--- config.mk ---
export PLATFORM = sky130hd
export DESIGN_NAME = hd
export DESIGN_NICKNAME = d
export VERILOG_FILES = /design/src/rtl/hd.sv
export SDC_FILE = /design/constraint.sdc
export NUM_CORES = 1
export LEC_CHECK = 0
export ABC_AREA = 1
export CORE_MARGIN = 3
export CORE_UTILIZATION = 45
export DETAILED_ROUTE_END_ITERATION = 10
export PLACE_DENSITY = 0.86
export SYNTH_ARGS = -nofsm -noshare
export SYNTH_HDL_FRONTEND = slang
export SYNTH_SLANG_ARGS = --single-unit
export TNS_END_PERCENT = 5
--- constraint.sdc ---
create_clock -name clk -period 1.8 [get_ports clk]
set_clock_uncertainty 0.05 [all_clocks]
set_input_delay 0.36 -clock clk [delete_from_list [all_inputs] [get_ports clk]]
set_output_delay 0.36 -clock clk [all_outputs]
set_load 0.01 [all_outputs]
--- src/rtl/hd.sv ---
// Valid/ready capture register with handshake FSM, transfer pulse and transfer counter.
// Optional stall-protocol checker enabled by defining HD_STALL_CHECK_EN.
module hd #(
  parameter int DATA_WIDTH = 16,
  parameter int CNT_WIDTH  = 16
) (
  input  logic                  clk,
  input  logic                  rst,
  input  logic                  ready,
  input  logic                  valid,
  input  logic [DATA_WIDTH-1:0] data_src,
  output logic [DATA_WIDTH-1:0] data_dest,
  output logic                  xfer,
  output logic [1:0]            state,
  output logic [CNT_WIDTH-1:0]  xfer_count,
  output logic                  stall_err
);

  typedef enum logic [1:0] {
    IDLE = 2'b00,
    WAIT = 2'b01,
    XFER = 2'b10
  } state_t;

  state_t                state_q, state_d;
  logic [DATA_WIDTH-1:0] data_q;
  logic                  xfer_q;
  logic [CNT_WIDTH-1:0]  cnt_q;
  logic                  fire;

  assign fire = valid && ready;

  // Next state depends only on the current inputs, never on the current state.
  always_comb begin
    state_d = IDLE;
    if (fire)       state_d = XFER;
    else if (valid) state_d = WAIT;
  end

  always_ff @(posedge clk or posedge rst) begin
    if (rst) begin
      state_q <= IDLE;
      data_q  <= '0;
      xfer_q  <= 1'b0;
      cnt_q   <= '0;
    end else begin
      state_q <= state_d;
      xfer_q  <= fire;
      if (fire) begin
        data_q <= data_src;
        cnt_q  <= cnt_q + 1'b1;
      end
    end
  end

  assign data_dest  = data_q;
  assign xfer       = xfer_q;
  assign state      = state_q;
  assign xfer_count = cnt_q;

`ifdef HD_STALL_CHECK_EN
  logic [DATA_WIDTH-1:0] shadow_q;
  logic                  err_q;

  always_ff @(posedge clk or posedge rst) begin
    if (rst) begin
      shadow_q <= '0;
      err_q    <= 1'b0;
    end else begin
      if (state_d == WAIT) shadow_q <= data_src;
      if (state_q == WAIT && (!valid || data_src != shadow_q)) err_q <= 1'b1;
    end
  end

  assign stall_err = err_q;
`else
  assign stall_err = 1'b0;
`endif

endmodule

==> flow_summary.json <==
{
  "synth_cells": 166,
  "hp-class": "input pin to asynchronous set/reset pin",
  "rsz0062_at_grt": "false",
  "synth_top_area_share": 0.572,
  "vias_per_cell": 4.60,
  "post-route-period-util": 0.968,
  "fin_util": 0.681,
  "p_switching_uw": 565,
  "arrival_ps": 1330,
  "syn2layout_area_growth_pct": 42.3,
  "clkTransAtPathRegs_ps": 90,
  "clkSinkCount": 34,
  "grt_max_degree": 35,
  "syn_avg_cell_area_sq_um": 8.95,
  "synth_area_sq_mm": 0.00149,
  "required_ps": 1390,
  "r2r_start": "xfer_count[0]",
  "max_cap_violations": 0,
  "n_antenna_cell": 0,
  "start_kind": "flip-flop",
  "worstSkewPairLatency_ps": 320,
  "grt_antenna_before_repair": 0,
  "htree_num_levels": 2,
  "cpPeakStageDelay_ps": 570,
  "min_period_ps": 1740,
  "overflow": 0,
  "std_cell_rows": 20,
  "first_iter_violations": 62,
  "synthMuxAreaShare": 0,
  "num-fill-cells": 275,
  "swShare": 0.292,
  "crit_family": "buffers and inverters",
  "initial_core_util": 0.479,
  "status": "completed",
  "cp.buffers_inverters": 1,
  "synth_top_family_by_area": "simple AND/OR/NAND/NOR gates",
  "endpoint_kind": "primary output",
  "drc_errors": 0,
  "dp_hpwl_microns": 2470,
  "cts_buffers": 5,
  "dieArea_sq_mm": 0.00403,
  "pwr-share-seq": 0.512,
  "crit_chain": "clkdlybuf4s50_1",
  "yosys.area.top_type": "dfrtp_1",
  "yosys.area_share.adder": 0.00842,
  "slew_viol_final": 0,
  "ant_nets": 0,
  "cts_resized": 0,
  "grt_use_total": 0.170,
  "vdd_ir_drop_max_mv": 0.666,
  "ys_ff_latch": 34,
  "post-place-ws_ps": 62.4,
  "gp_congestion": 0.837,
  "r2r-end": "xfer_count[10]",
  "die_w_microns": 63.5,
  "cellInternalPower_uw": 1370,
  "port_buffers": 54,
  "drive_gt1_frac": 0.0804,
  "post_cts_buffers": 0,
  "cts_tree": "built",
  "synth_xor_area_frac": 0.0707,
  "cts-root-buf": "clkbuf_4",
  "core_sq_mm": 0.00310,
  "setup_tns_ps": 0,
  "wire_per_inst_microns": 11.8,
  "first_pass_iters": 4,
  "multi_input_area_sq_um": 542,
  "worst_slack_ps": 57.7,
  "num_io_pins": 56,
  "synth_warnings": 0,
  "powerDensity_mw_per_mm2": 915,
  "rrSetupSlack_ps": 410,
  "grt_pass1_wl_microns": 5310,
  "seq_area_sq_um": 851,
  "synth-compound-area-share": 0.00337,
  "grt_pass1_vias": 1150,
  "combPwrFrac": 0.282,
  "synth_area_leaders": "dfrtp_1 (57%), nand2_1 (18%), xnor2_1 (4.1%)",
  "yosysUniqueCellTypes": 17,
  "drt-total-wl_microns": 3160,
  "finalHoldViolCount": 0,
  "ctsLongestPathBuffers": 2,
  "nets": 246,
  "yosys.area_share.simple": 0.279,
  "power_frac_clock": 0.206,
  "path_class": "flip-flop to primary output",
  "setup_viol": 0,
  "fmax_mhz": 574,
  "leakage_uw": 0.00103,
  "cp_max_fo": 5,
  "dieHeight_microns": 63.5,
  "synth-seq-area-share": 0.572,
  "cts_hold_buf": 0,
  "vias": 1233,
  "reg2regPathDepth": 5,
  "slowest_stage": "clkdlybuf4s50_1",
  "syn-num-nets": 187
}
==> per-stage QoR <==
| step | instances | total power, uW | area [sq um] | hold slack [ps] |
|---|---|---|---|---|
| after CTS | 268 | 1960 | 2110 | 383 |
| final | 268 | 1930 | 2110 | 374 |
| after global routing | 268 | 2050 | 2110 | 402 |
| after detailed placement | 262 | 1560 | 2060 | 415 |
| after floorplan | 166 | 1230 | 1490 | 375 |
| after global placement | 262 | 1540 | 2060 | 412 |
==> routing by layer <==
layer | vias up | track usage | routed length (microns)
met5 | - | 0 | 0
li1 | 617 | - | -
met4 | 0 | 0.0889 | 83
met1 | 565 | 0.220 | 1370
met3 | 9 | 0.0392 | 210
met2 | 42 | 0.266 | 1500
==> synthesized netlist by cell type <==
cell type	n
nand2_1	71
dfrtp_1	34
inv_1	11
nor2_1	10
nand3_1	9
xnor2_1	7
buf_4	5
xor2_1	5
nor2_2	4
nand2_2	2
nand4_1	2
buf_6	1
conb_1	1
ha_1	1
inv_2	1
nor3_4	1
o21ai_1	1
==> cells in the final DEF, fill, tap and decap left out <==
master | Yosys | layout
inv_2 | 1 | 1
nor2_1 | 10 | 10
dfrtp_1 | 34 | 34
nand2_1 | 71 | 71
clkdlybuf4s50_1 | 0 | 54
xnor2_1 | 7 | 7
clkbuf_4 | 0 | 5
nand2_2 | 2 | 2
nor2_2 | 4 | 4
ha_1 | 1 | 1
xor2_1 | 5 | 5
o21ai_1 | 1 | 1
nand3_1 | 9 | 9
buf_4 | 5 | 4
nor3_4 | 1 | 1
conb_1 | 1 | 1
nand4_1 | 2 | 2
inv_1 | 11 | 11
clkbuf_8 | 0 | 1
==> sequential cells by signal, summed over array words and instances (netlist names) <==
name / count
xfer_count: 16
state: 2
data_dest: 16
==> power by group through the flow <==
stage	Sequential, uW	Clock [uW]	Combinational, uW
final	990	399	546
after global routing	1010	438	601
after CTS	992	411	555
after detailed placement	1010	0	553
after global placement	1000	0	539
after floorplan	1050	0	179
==> logic make-up after synthesis <==
kind of cell | count (synthesis)
xor gates and xnor gates | 12
DFF | 34
adders and majority gates | 1
buffers and inverters | 18
AOI/OAI and AO/OA | 1
and+or+nand+nor | 99
other | 1
==> how the worst max path moves through the flow <==
stage	slack, ps	start	cells past startpoint	end
floorplan	490	xfer_count[0]	5	xfer_count[10]
global placement	100	valid	6	xfer_count[14]
detailed placement	60	ready	8	xfer_count[15]
CTS	30	xfer_count[4]	1	xfer_count[4]
global route	2	xfer_count[4]	1	xfer_count[4]
finish	60	xfer_count[4]	1	xfer_count[4]
==> area by class of cell <==
| cell class | count | area share |
|---|---|---|
| flip-flops and latches | 34 | 0.402 |
| repair buffers | 58 | 0.270 |
| multi-input cells | 114 | 0.256 |
| well taps | 44 | 0.0260 |
| clock buffers | 6 | 0.0243 |
| inverters | 12 | 0.0213 |
Note: power is estimated with default switching activity, not from simulation.
